**src/rtl/alu_op_decode_queue.sv**
```systemverilog
// alu_op_decode_queue
//   Registered RV32I ALU-op decoder feeding a DEPTH-entry FIFO. Each accepted instruction is
//   translated into an ALU op code plus an illegal flag. It is queued together with a sideband
//   tag (PC / ROB id) and presented at the head with a valid/ready handshake.
//
//   Optional feature macro: RV32M_EN. When defined, OP with funct7=0x01 decodes to
//   {2'b10, funct3} (MUL..REMU) and ALU_OP_W must be 5. When undefined, those encodings
//   are illegal.
//
// Ports
//   clk, reset_n       clock (rising edge), asynchronous active-low reset
//   flush              synchronous queue clear (illegal_cnt is kept)
//   in_valid/in_ready  upstream handshake; in_ready = !full && !flush
//   in_instr, in_tag   instruction word and sideband tag
//   out_valid/out_ready downstream handshake on the queue head
//   out_alu_op, out_illegal, out_tag  head entry (hold last head while empty)
//   illegal_cnt        saturating count of accepted illegal instructions
module alu_op_decode_queue #(
    parameter int unsigned ALU_OP_W = 4,
    parameter int unsigned DEPTH    = 2,
    parameter int unsigned TAG_W    = 32,
    parameter int unsigned CNT_W    = 16
) (
    input  logic                clk,
    input  logic                reset_n,
    input  logic                flush,
    input  logic                in_valid,
    output logic                in_ready,
    input  logic [31:0]         in_instr,
    input  logic [TAG_W-1:0]    in_tag,
    output logic                out_valid,
    input  logic                out_ready,
    output logic [ALU_OP_W-1:0] out_alu_op,
    output logic                out_illegal,
    output logic [TAG_W-1:0]    out_tag,
    output logic [CNT_W-1:0]    illegal_cnt
);

    localparam int unsigned PW = $clog2(DEPTH);
    localparam int unsigned EW = ALU_OP_W + 1 + TAG_W;

    localparam logic [4:0] OP_ADD  = 5'b00000;
    localparam logic [4:0] OP_SUB  = 5'b00001;
    localparam logic [4:0] OP_SLL  = 5'b00100;
    localparam logic [4:0] OP_SRL  = 5'b00110;
    localparam logic [4:0] OP_SRA  = 5'b00111;
    localparam logic [4:0] OP_AND  = 5'b01001;
    localparam logic [4:0] OP_OR   = 5'b01010;
    localparam logic [4:0] OP_XOR  = 5'b01011;
    localparam logic [4:0] OP_SLTU = 5'b01100;
    localparam logic [4:0] OP_SLT  = 5'b01101;

    localparam logic [PW-1:0] PTR_ONE = PW'(1);
    localparam logic [PW:0]   OCC_ONE = (PW + 1)'(1);
    localparam logic [PW:0]   OCC_MAX = (PW + 1)'(DEPTH);
    localparam logic [CNT_W-1:0] IC_ONE = CNT_W'(1);

    if (DEPTH < 2 || (DEPTH & (DEPTH - 1)) != 0) begin : g_bad_depth
        $error("DEPTH must be a power of two >= 2");
    end
`ifdef RV32M_EN
    if (ALU_OP_W != 5) begin : g_bad_op_w
        $error("ALU_OP_W must be 5 when RV32M_EN is defined");
    end
`endif

    // Register-register mapping of funct3; OP-IMM reuses it with shift tweaks.
    function automatic logic [4:0] f3_op(input logic [2:0] f3);
        case (f3)
            3'b000:  f3_op = OP_ADD;
            3'b001:  f3_op = OP_SLL;
            3'b010:  f3_op = OP_SLT;
            3'b011:  f3_op = OP_SLTU;
            3'b100:  f3_op = OP_XOR;
            3'b101:  f3_op = OP_SRL;
            3'b110:  f3_op = OP_OR;
            default: f3_op = OP_AND;
        endcase
    endfunction

    logic [4:0] opc;
    logic [2:0] f3;
    logic [6:0] f7;
    logic [4:0] dec_op;
    logic       dec_ill;
    logic       unused_instr;

    assign opc          = in_instr[6:2];
    assign f3           = in_instr[14:12];
    assign f7           = in_instr[31:25];
    assign unused_instr = ^{in_instr[24:15], in_instr[11:7]};

    always_comb begin
        dec_op  = OP_ADD;
        dec_ill = 1'b0;
        case (opc)
            5'h04: begin
                dec_op = f3_op(f3);
                if (f3 == 3'b001) begin
                    dec_ill = (f7 != 7'h00);
                end else if (f3 == 3'b101) begin
                    if (f7 == 7'h20) dec_op = OP_SRA;
                    else if (f7 != 7'h00) dec_ill = 1'b1;
                end
            end
            5'h0C: begin
                case (f7)
                    7'h00: dec_op = f3_op(f3);
                    7'h20: begin
                        if (f3 == 3'b000) dec_op = OP_SUB;
                        else if (f3 == 3'b101) dec_op = OP_SRA;
                        else dec_ill = 1'b1;
                    end
`ifdef RV32M_EN
                    7'h01: dec_op = {2'b10, f3};
`endif
                    default: dec_ill = 1'b1;
                endcase
            end
            5'h18: begin
                case (f3[2:1])
                    2'b00:   dec_op = OP_SUB;
                    2'b10:   dec_op = OP_SLT;
                    2'b11:   dec_op = OP_SLTU;
                    default: dec_ill = 1'b1;
                endcase
            end
            5'h00, 5'h08, 5'h0D, 5'h05, 5'h1B, 5'h19: dec_op = OP_ADD;
            default: dec_ill = 1'b1;
        endcase
        if (in_instr[1:0] != 2'b11) dec_ill = 1'b1;
        if (dec_ill) dec_op = OP_ADD;
    end

    logic [EW-1:0]    mem_q [DEPTH];
    logic [PW-1:0]    wptr_q, wptr_d, rptr_q, rptr_d;
    logic [PW:0]      occ_q, occ_d;
    logic [EW-1:0]    hold_q, hold_d;
    logic [CNT_W-1:0] cnt_q, cnt_d;
    logic             empty, full, push, pop;
    logic [EW-1:0]    head;

    assign empty     = (occ_q == '0);
    assign full      = (occ_q == OCC_MAX);
    assign in_ready  = !full && !flush;
    assign out_valid = !empty;
    assign push      = in_valid && in_ready;
    assign pop       = out_valid && out_ready && !flush;
    assign head      = mem_q[rptr_q];

    // While empty the outputs show the last head that was presented.
    assign {out_alu_op, out_illegal, out_tag} = empty ? hold_q : head;
    assign illegal_cnt = cnt_q;

    always_comb begin
        wptr_d = wptr_q;
        rptr_d = rptr_q;
        occ_d  = occ_q;
        hold_d = empty ? hold_q : head;
        cnt_d  = cnt_q;
        if (flush) begin
            wptr_d = '0;
            rptr_d = '0;
            occ_d  = '0;
        end else begin
            if (push) wptr_d = wptr_q + PTR_ONE;
            if (pop)  rptr_d = rptr_q + PTR_ONE;
            if (push && !pop) occ_d = occ_q + OCC_ONE;
            else if (pop && !push) occ_d = occ_q - OCC_ONE;
        end
        // push is already blocked during flush, so the count is never lost to it.
        if (push && dec_ill && cnt_q != '1) cnt_d = cnt_q + IC_ONE;
    end

    always_ff @(posedge clk or negedge reset_n) begin
        if (!reset_n) begin
            wptr_q <= '0;
            rptr_q <= '0;
            occ_q  <= '0;
            hold_q <= '0;
            cnt_q  <= '0;
        end else begin
            wptr_q <= wptr_d;
            rptr_q <= rptr_d;
            occ_q  <= occ_d;
            hold_q <= hold_d;
            cnt_q  <= cnt_d;
        end
    end

    // Payload storage needs no reset: it is only observed through occ_q.
    always_ff @(posedge clk) begin
        if (push) mem_q[wptr_q] <= {ALU_OP_W'(dec_op), dec_ill, in_tag};
    end

endmodule

```
**config.mk**
```make
export PLATFORM = sky130hd
export DESIGN_NAME = alu_op_decode_queue
export DESIGN_NICKNAME = d
export VERILOG_FILES = /design/src/rtl/alu_op_decode_queue.sv
export SDC_FILE = /design/constraint.sdc
export NUM_CORES = 1
export LEC_CHECK = 0
export BUFFER_PORTS_ARGS = -buffer_cell sky130_fd_sc_hd__buf_2
export CAP_MARGIN = 15
export CORE_ASPECT_RATIO = 0.8
export CORE_UTILIZATION = 40
export CTS_CLUSTER_SIZE = 12
export DETAILED_ROUTE_END_ITERATION = 10
export SYNTH_ARGS = -nofsm -noshare
export SYNTH_HDL_FRONTEND = slang
export SYNTH_SLANG_ARGS = --single-unit
```
**constraint.sdc**
```tcl
create_clock -name clk -period 4.2 [get_ports clk]
set_clock_uncertainty 0.1 [all_clocks]
set_input_delay 0.84 -clock clk [delete_from_list [all_inputs] [get_ports clk]]
set_output_delay 0.84 -clock clk [all_outputs]
set_load 0.05 [all_outputs]
```
==> results of run 1 <==
[cells in the mapped netlist (2+ instances only)]
| library cell | instances | area, um^2 |
|---|---|---|
| edfxtp_1 | 74 | 2220 |
| dfrtp_1 | 57 | 1430 |
| nor2_1 | 55 | 206 |
| a21oi_1 | 50 | 250 |
| mux2i_1 | 37 | 370 |
| nand2_1 | 15 | 56.3 |
| xnor2_1 | 13 | 114 |
| nand3_1 | 11 | 55.1 |
| clkbuf_1 | 8 | 30.0 |
| nand4_1 | 6 | 37.5 |
| buf_1 | 5 | 18.8 |
| nor2b_1 | 5 | 31.3 |
| nor3_1 | 5 | 25.0 |
| and2_1 | 4 | 25.0 |
| inv_1 | 4 | 15.0 |
| nand2b_1 | 4 | 25.0 |
| nand3b_1 | 4 | 30.0 |
| o21ai_0 | 4 | 20.0 |
| and3_1 | 3 | 18.8 |
| buf_2 | 3 | 15.0 |
| xor2_1 | 3 | 26.3 |
| a21o_1 | 2 | 15.0 |
| buf_6 | 2 | 22.5 |
| mux2_2 | 2 | 22.5 |
| nand4b_1 | 2 | 17.5 |
| or2_2 | 2 | 12.5 |
[routing by layer]
metal	GRT usage [%]	vias to the layer above	part of all wire, %
li1	-	1644	-
met1	20.2	1601	45
met2	24.7	96	46
met3	7.10	13	7.2
met4	6.15	0	1.0
met5	0	-	0
[final timing paths]
kind	startpoint	endpoint	slack, ns	depth (start not counted)
min in group clk	illegal_cnt[10]	illegal_cnt[10]	0.39	1
max in group asynchronous	reset_n	hold_q[14]	3.11	3
min reg2reg	illegal_cnt[10]	illegal_cnt[10]	0.39	1
max	occ_q[1]	out_alu_op[2]	0.79	5
max reg2reg	occ_q[0]	mem_q[1][6]	1.93	4
min	reset_n	hold_q[3]	0.20	1
[stage by stage]
stage / instance area, um^2 / cells / util (%)
2_1_floorplan: 5240 / 393 / -
3_3_place_gp: 5980 / 665 / 46.6
3_5_place_dp: 5980 / 665 / 46.6
4_1_cts: 6530 / 696 / 50.9
5_1_grt: 6550 / 697 / 51.0
6_report: 6550 / 697 / 51.0
[where the power goes]
part / internal, W / switching (W)
clock: 0.000858 / 0.000504
combinational: 0.000207 / 0.000622
sequential: 0.00151 / 0.0000722
total: 0.00257 / 0.00120
[worst max-delay path, cell delays in order (launching register included)]
cell and delay (ns):
dfrtp_1 0.43, or2_2 0.47, buf_4 0.53, nor2_1 0.09, a21oi_1 0.20, buf_2 0.30
[placed cells by master (no fill, tap or decap), drive strengths merged, types with 5 or more instances in the layout]
| cell type | count |
|---|---|
| a21oi | 50 |
| and2 | 5 |
| buf | 116 |
| clkbuf | 19 |
| clkinv | 6 |
| dfrtp | 57 |
| edfxtp | 74 |
| mux2i | 37 |
| nand2 | 15 |
| nand3 | 11 |
| nand4 | 6 |
| nor2 | 55 |
| nor2b | 6 |
| nor3 | 5 |
| xnor2 | 13 |
[flip-flops by register name, summed over array words and instances, names as in the netlist]
name	flops
mem_q	74
rptr_q	1
occ_q	2
hold_q	37
wptr_q	1
illegal_cnt	16
[cell type report]
type,count,area share [%]
repair buffers,116,9.37
inverters,4,0.229
clock inverters,12,1.78
flip-flops and latches,131,55.8
well taps,175,3.35
multi-input cells,240,22.9
clock buffers,19,6.61
[logic make-up after synthesis]
group | after synthesis
DFF | 131
and+or+nand+nor | 120
AOI/OAI and AO/OA | 63
muxes | 40
buffers and inverters | 22
xor gates and xnor gates | 16
adders and majority gates | 1
==> flow_summary_export.csv, run 1 <==
group,metric,value,unit
run_status,status,"complete, no violations",
global_route,grt_overflow,0,
clock_tree,cts_max_level,4,
clock_tree,cts_buffers,17,
final_layout,fillers,1145,
critical_path,worstPathMaxFanout,51,
yosys,syn-num-nets,463,
sta,report.final.hold_viol_count,0,
placed_design,dpl.hpwl,6820,um
floorplan,die_area,13600,um^2
clock_tree,cts_setup_buffers,0,
sta,tightestPinTransition,1.00,ns
clock_tree,clk_latency,0.40,ns
yosys,syn_inst,393,
drt,drc,0,
global_route,grt_max_degree,52,
floorplan,num_rows,37,
yosys,muxShareOfSynthArea,7.78,%
floorplan,io_pins,124,
yosys,synth-simple-area-share,11.2,%
floorplan,start_util,40.9,%
final_layout,drive_above_1_share,29.5,%
critical_path,end_kind,"primary output",
yosys,synth_compound_area_share,6.59,%
global_route,grt_pass1_wl,16200,um
placed_design,port-buffer-count,108,
floorplan,die_w,130,um
drt,num_vias,3354,
clock_tree,clock_tree.buffer_depth,2,
clock_tree,cts_hold_buf,0,
critical_path,start_kind,"register",
yosys,synth_top_family_by_area,"simple AND/OR/NAND/NOR gates",
clock_tree,cts_root_buf,"clkbuf_16",
floorplan,core,12800,um^2
clock_tree,cts_tree,"built",
pwr,total_power,0.00377,W
drt,wl,10400,um
critical_path,critPathKind,"register to primary output",
min_path,hold_path_class,"primary input to async pin",
final_layout,seqCellArea,3650,um^2
yosys,ys_ff_latch,131,
yosys,synth_enable_flop_cells,74,
sta,setup_tns,0,ns
sta,relSlewSlack,33.1,%
yosys,synth_warnings,0,
final_layout,multi_input_area,1500,um^2
yosys,synthFlopType,"edfxtp_1",
pwr,peakVddDrop,0.000301,V
critical_path,worstPathRequired,3.26,ns
pwr,cellPowerDensity,576,nW/um^2
global_route,grt_pass1_vias,3356,
placed_design,place.gp.congestion,0.832,
floorplan,die_h,104,um
run,maxCapViolations,0,
yosys,async_flop_share,43.5,%
critical_path,cp_data_arrival_time,2.47,ns
clock_tree,cts_resized,0,
global_route,antenna_found_initial,0,
clock_tree,clkTransAtPathRegs,0.05,ns
sta,slew_violations,0,
yosys,syn_avg_cell_area,13.3,um^2
drt,drt_iter0_markers,176,
clock_tree,clkSinkCount,131,
sta,max_freq,294,MHz
placed_design,place_ws,1.18,ns
sta,rsz0062_at_grt,"false",
sta,fin_ws,0.794,ns
sta,holdWs,0.201,ns
sta,setup_viol,0,
yosys,synth_xor_area_share,2.67,%
drt,firstDrtPassIters,4,
drt,vias_per_cell,4.81,
global_route,grt_use_total,16.2,%
final_layout,antenna_cells,0,
yosys,netlist_area,5240,um^2
sta,post-route-period-util,81.1,%
final_layout,areaGrowthSynthToFinish,24.9,%
final_layout,final_nets,580,
yosys,yosysUniqueCellTypes,39,
drt,antenna_left,0,
drt,wl_per_cell,14.9,um
yosys,ys_seq_area_share,69.6,%
sta,period_needed,3.41,ns
yosys,synth_adder_area_share,0.239,%
pwr,p_leak,2.56,nW
Power figures use the tool's default switching activity.
==> run 2: changes to the inputs <==
==> constraint.sdc (replaced) <==
create_clock -name clk -period 3.3 [get_ports clk]
set_clock_uncertainty 0.1 [all_clocks]
set_input_delay 0.66 -clock clk [delete_from_list [all_inputs] [get_ports clk]]
set_output_delay 0.66 -clock clk [all_outputs]
set_load 0.05 [all_outputs]
==> run 2 against run 1 <==
  * Power is 30% higher
  * Worst hold slack better by 0.084 ns
  * Via count is 0.12% higher
  * Die area stayed put
  * Combinational power is 29% higher
  * Final cell count is 0.14% higher
  * Flip-flop and latch count stayed put
  * Global-route usage is 0.20 points lower
  * Sequential power is 27% higher
  * Register-to-register slack worse by 0.79 ns
  * Sequential share of layout area is 0.54 points lower
  * Critical path type unchanged
  * Largest cell class unchanged
==> flow_summary_export.csv, run 2 (same netlist as run 1, synthesis figures left out) <==
group,metric,value,unit
sta,post-route-period-util,84.7,%
clock_tree,cts_hold_buf,0,
floorplan,start_util,40.9,%
clock_tree,cts_buffers,17,
placed_design,place.gp.congestion,0.847,
final_layout,areaGrowthSynthToFinish,26.1,%
pwr,power.switching,0.00152,W
sta,setup_viol,0,
critical_path,worstPathMaxFanout,64,
floorplan,num_rows,37,
min_path,hold_path_class,"primary input to async pin",
critical_path,crit_path_cell_trace,"or2_2 > buf_12 > a21oi_1 > buf_2",
global_route,grt_pass1_wl,16000,um
run_status,status,"complete, no violations",
placed_design,place_ws,0.777,ns
sta,rsz0062_at_grt,"false",
critical_path,end_kind,"primary output",
final_layout,final_common_cell,"buf_2",
sta,relSlewSlack,38.9,%
critical_path,cp_data_arrival_time,2.03,ns
drt,vias_per_cell,4.81,
sta,slew_violations,0,
final_layout,final_nets,580,
clock_tree,cts_resized,0,
final_layout,final_area,6610,um^2
global_route,grt_overflow,0,
final_layout,regMostFlops,"mem_q",
sta,period_needed,2.79,ns
sta,report.final.hold_viol_count,0,
critical_path,start_kind,"register",
pwr,power.internal,0.00339,W
clock_tree,cts_max_level,4,
sta,fin_ws,0.506,ns
clock_tree,cts_setup_buffers,0,
clock_tree,cts_root_buf,"clkbuf_16",
critical_path,cp_slowest_cell,"or2_2",
critical_path,critical_path_buf_inv_count,2,
floorplan,die_area,13600,um^2
pwr,p_seq_share,40.8,%
pwr,total_power,0.00490,W
final_layout,largest_reg_flops,74,
pwr,swShare,30.9,%
clock_tree,clkSinkCount,131,
drt,drt_iter0_markers,136,
drt,num_vias,3358,
sta,max_freq,358,MHz
critical_path,critPathKind,"register to primary output",
pwr,peakVddDrop,0.000501,V
pwr,p_leak,2.59,nW
final_layout,drive_above_1_share,29.6,%
placed_design,place_area,6020,um^2
clock_tree,clock_tree.buffer_depth,2,
floorplan,die_h,104,um
floorplan,core,12800,um^2
final_layout,layout_common_cells,"buf_2, edfxtp_1, dfrtp_1, nor2_1, a21oi_1",
clock_tree,cts_tree,"built",
critical_path,cpPeakStageDelay,0.44,ns
clock_tree,clkTransAtPathRegs,0.05,ns
clock_tree,clk_latency,0.40,ns
final_layout,antenna_cells,0,
global_route,grt_use_total,16.0,%
sta,tightestPinTransition,0.916,ns
pwr,clock_power_share,37.5,%
floorplan,io_pins,124,
run,maxCapViolations,0,
critical_path,worstPathRequired,2.54,ns
critical_path,cp_top_family,"buffers and inverters",
floorplan,die_w,130,um
global_route,grt_max_degree,65,
drt,wl,10200,um
pwr,cellPowerDensity,742,nW/um^2
drt,firstDrtPassIters,4,
drt,antenna_left,0,
global_route,grt_pass1_vias,3232,
global_route,antenna_found_initial,0,
sta,holdWs,0.284,ns
placed_design,port-buffer-count,108,
drt,wl_per_cell,14.6,um
pwr,p_comb_share,21.7,%
critical_path,reg2reg_slack,1.14,ns
drt,drc,0,
placed_design,dpl.hpwl,6650,um
sta,setup_tns,0,ns
==> run 2: cell count changes in the layout (fill, tap and decap cells not counted), sizes merged <==
cell and delta:
bufinv +1, clkbuf +3, clkinv -3
==> run 2: stage by stage <==
step,std cells,utilization (%)
after global placement,666,47.0
after floorplan,393,-
after global routing,698,51.5
after CTS,698,51.5
final,698,51.5
after detailed placement,666,47.0
==> run 2: worst paths after layout <==
check	start	endpoint	cells past startpoint
max	occ_q[0]	out_tag[4]	4
min	reset_n	hold_q[3]	1
max reg2reg	occ_q[0]	illegal_cnt[1]	6
min reg2reg	illegal_cnt[10]	illegal_cnt[10]	1
max in group asynchronous	reset_n	hold_q[15]	2
min in group clk	in_tag[23]	mem_q[1][23]	1
==> run 2: power by group through the flow <==
| stage | registers, W | logic (W) | clock network, W |
|---|---|---|---|
| 2_1_floorplan | 0.00213 | 0.000692 | 0 |
| 3_3_place_gp | 0.00202 | 0.00106 | 0 |
| 3_5_place_dp | 0.00203 | 0.00107 | 0 |
| 4_1_cts | 0.00200 | 0.00108 | 0.00189 |
| 5_1_grt | 0.00202 | 0.00114 | 0.00196 |
| 6_report | 0.00200 | 0.00107 | 0.00184 |
==> run 2: final cells by class <==
class / instances / area [um^2]
fillers: 1156 / 6210
flip-flops and latches: 131 / 3650
multi-input cells: 240 / 1500
repair buffers: 116 / 638
clock buffers: 22 / 454
well taps: 175 / 219
clock inverters: 10 / 134
inverters: 4 / 15.0
==> run 2: worst reg2reg max path, delay by kind of cell (launching register included) <==
| kind | cells | cell delay (ns) |
|---|---|---|
| and+or+nand+nor | 5 | 1.25 |
| DFF | 1 | 0.40 |
| muxes | 1 | 0.29 |
==> run 2: per-layer routing <==
metal	GRT usage [%]	wire length [um]	vias to the layer above	share of wire, %
met5	0	0	-	0
met4	5.98	74	0	0.72
met3	6.84	621	7	6.1
met2	24.1	4710	75	46
met1	20.4	4810	1633	47
li1	-	-	1643	-
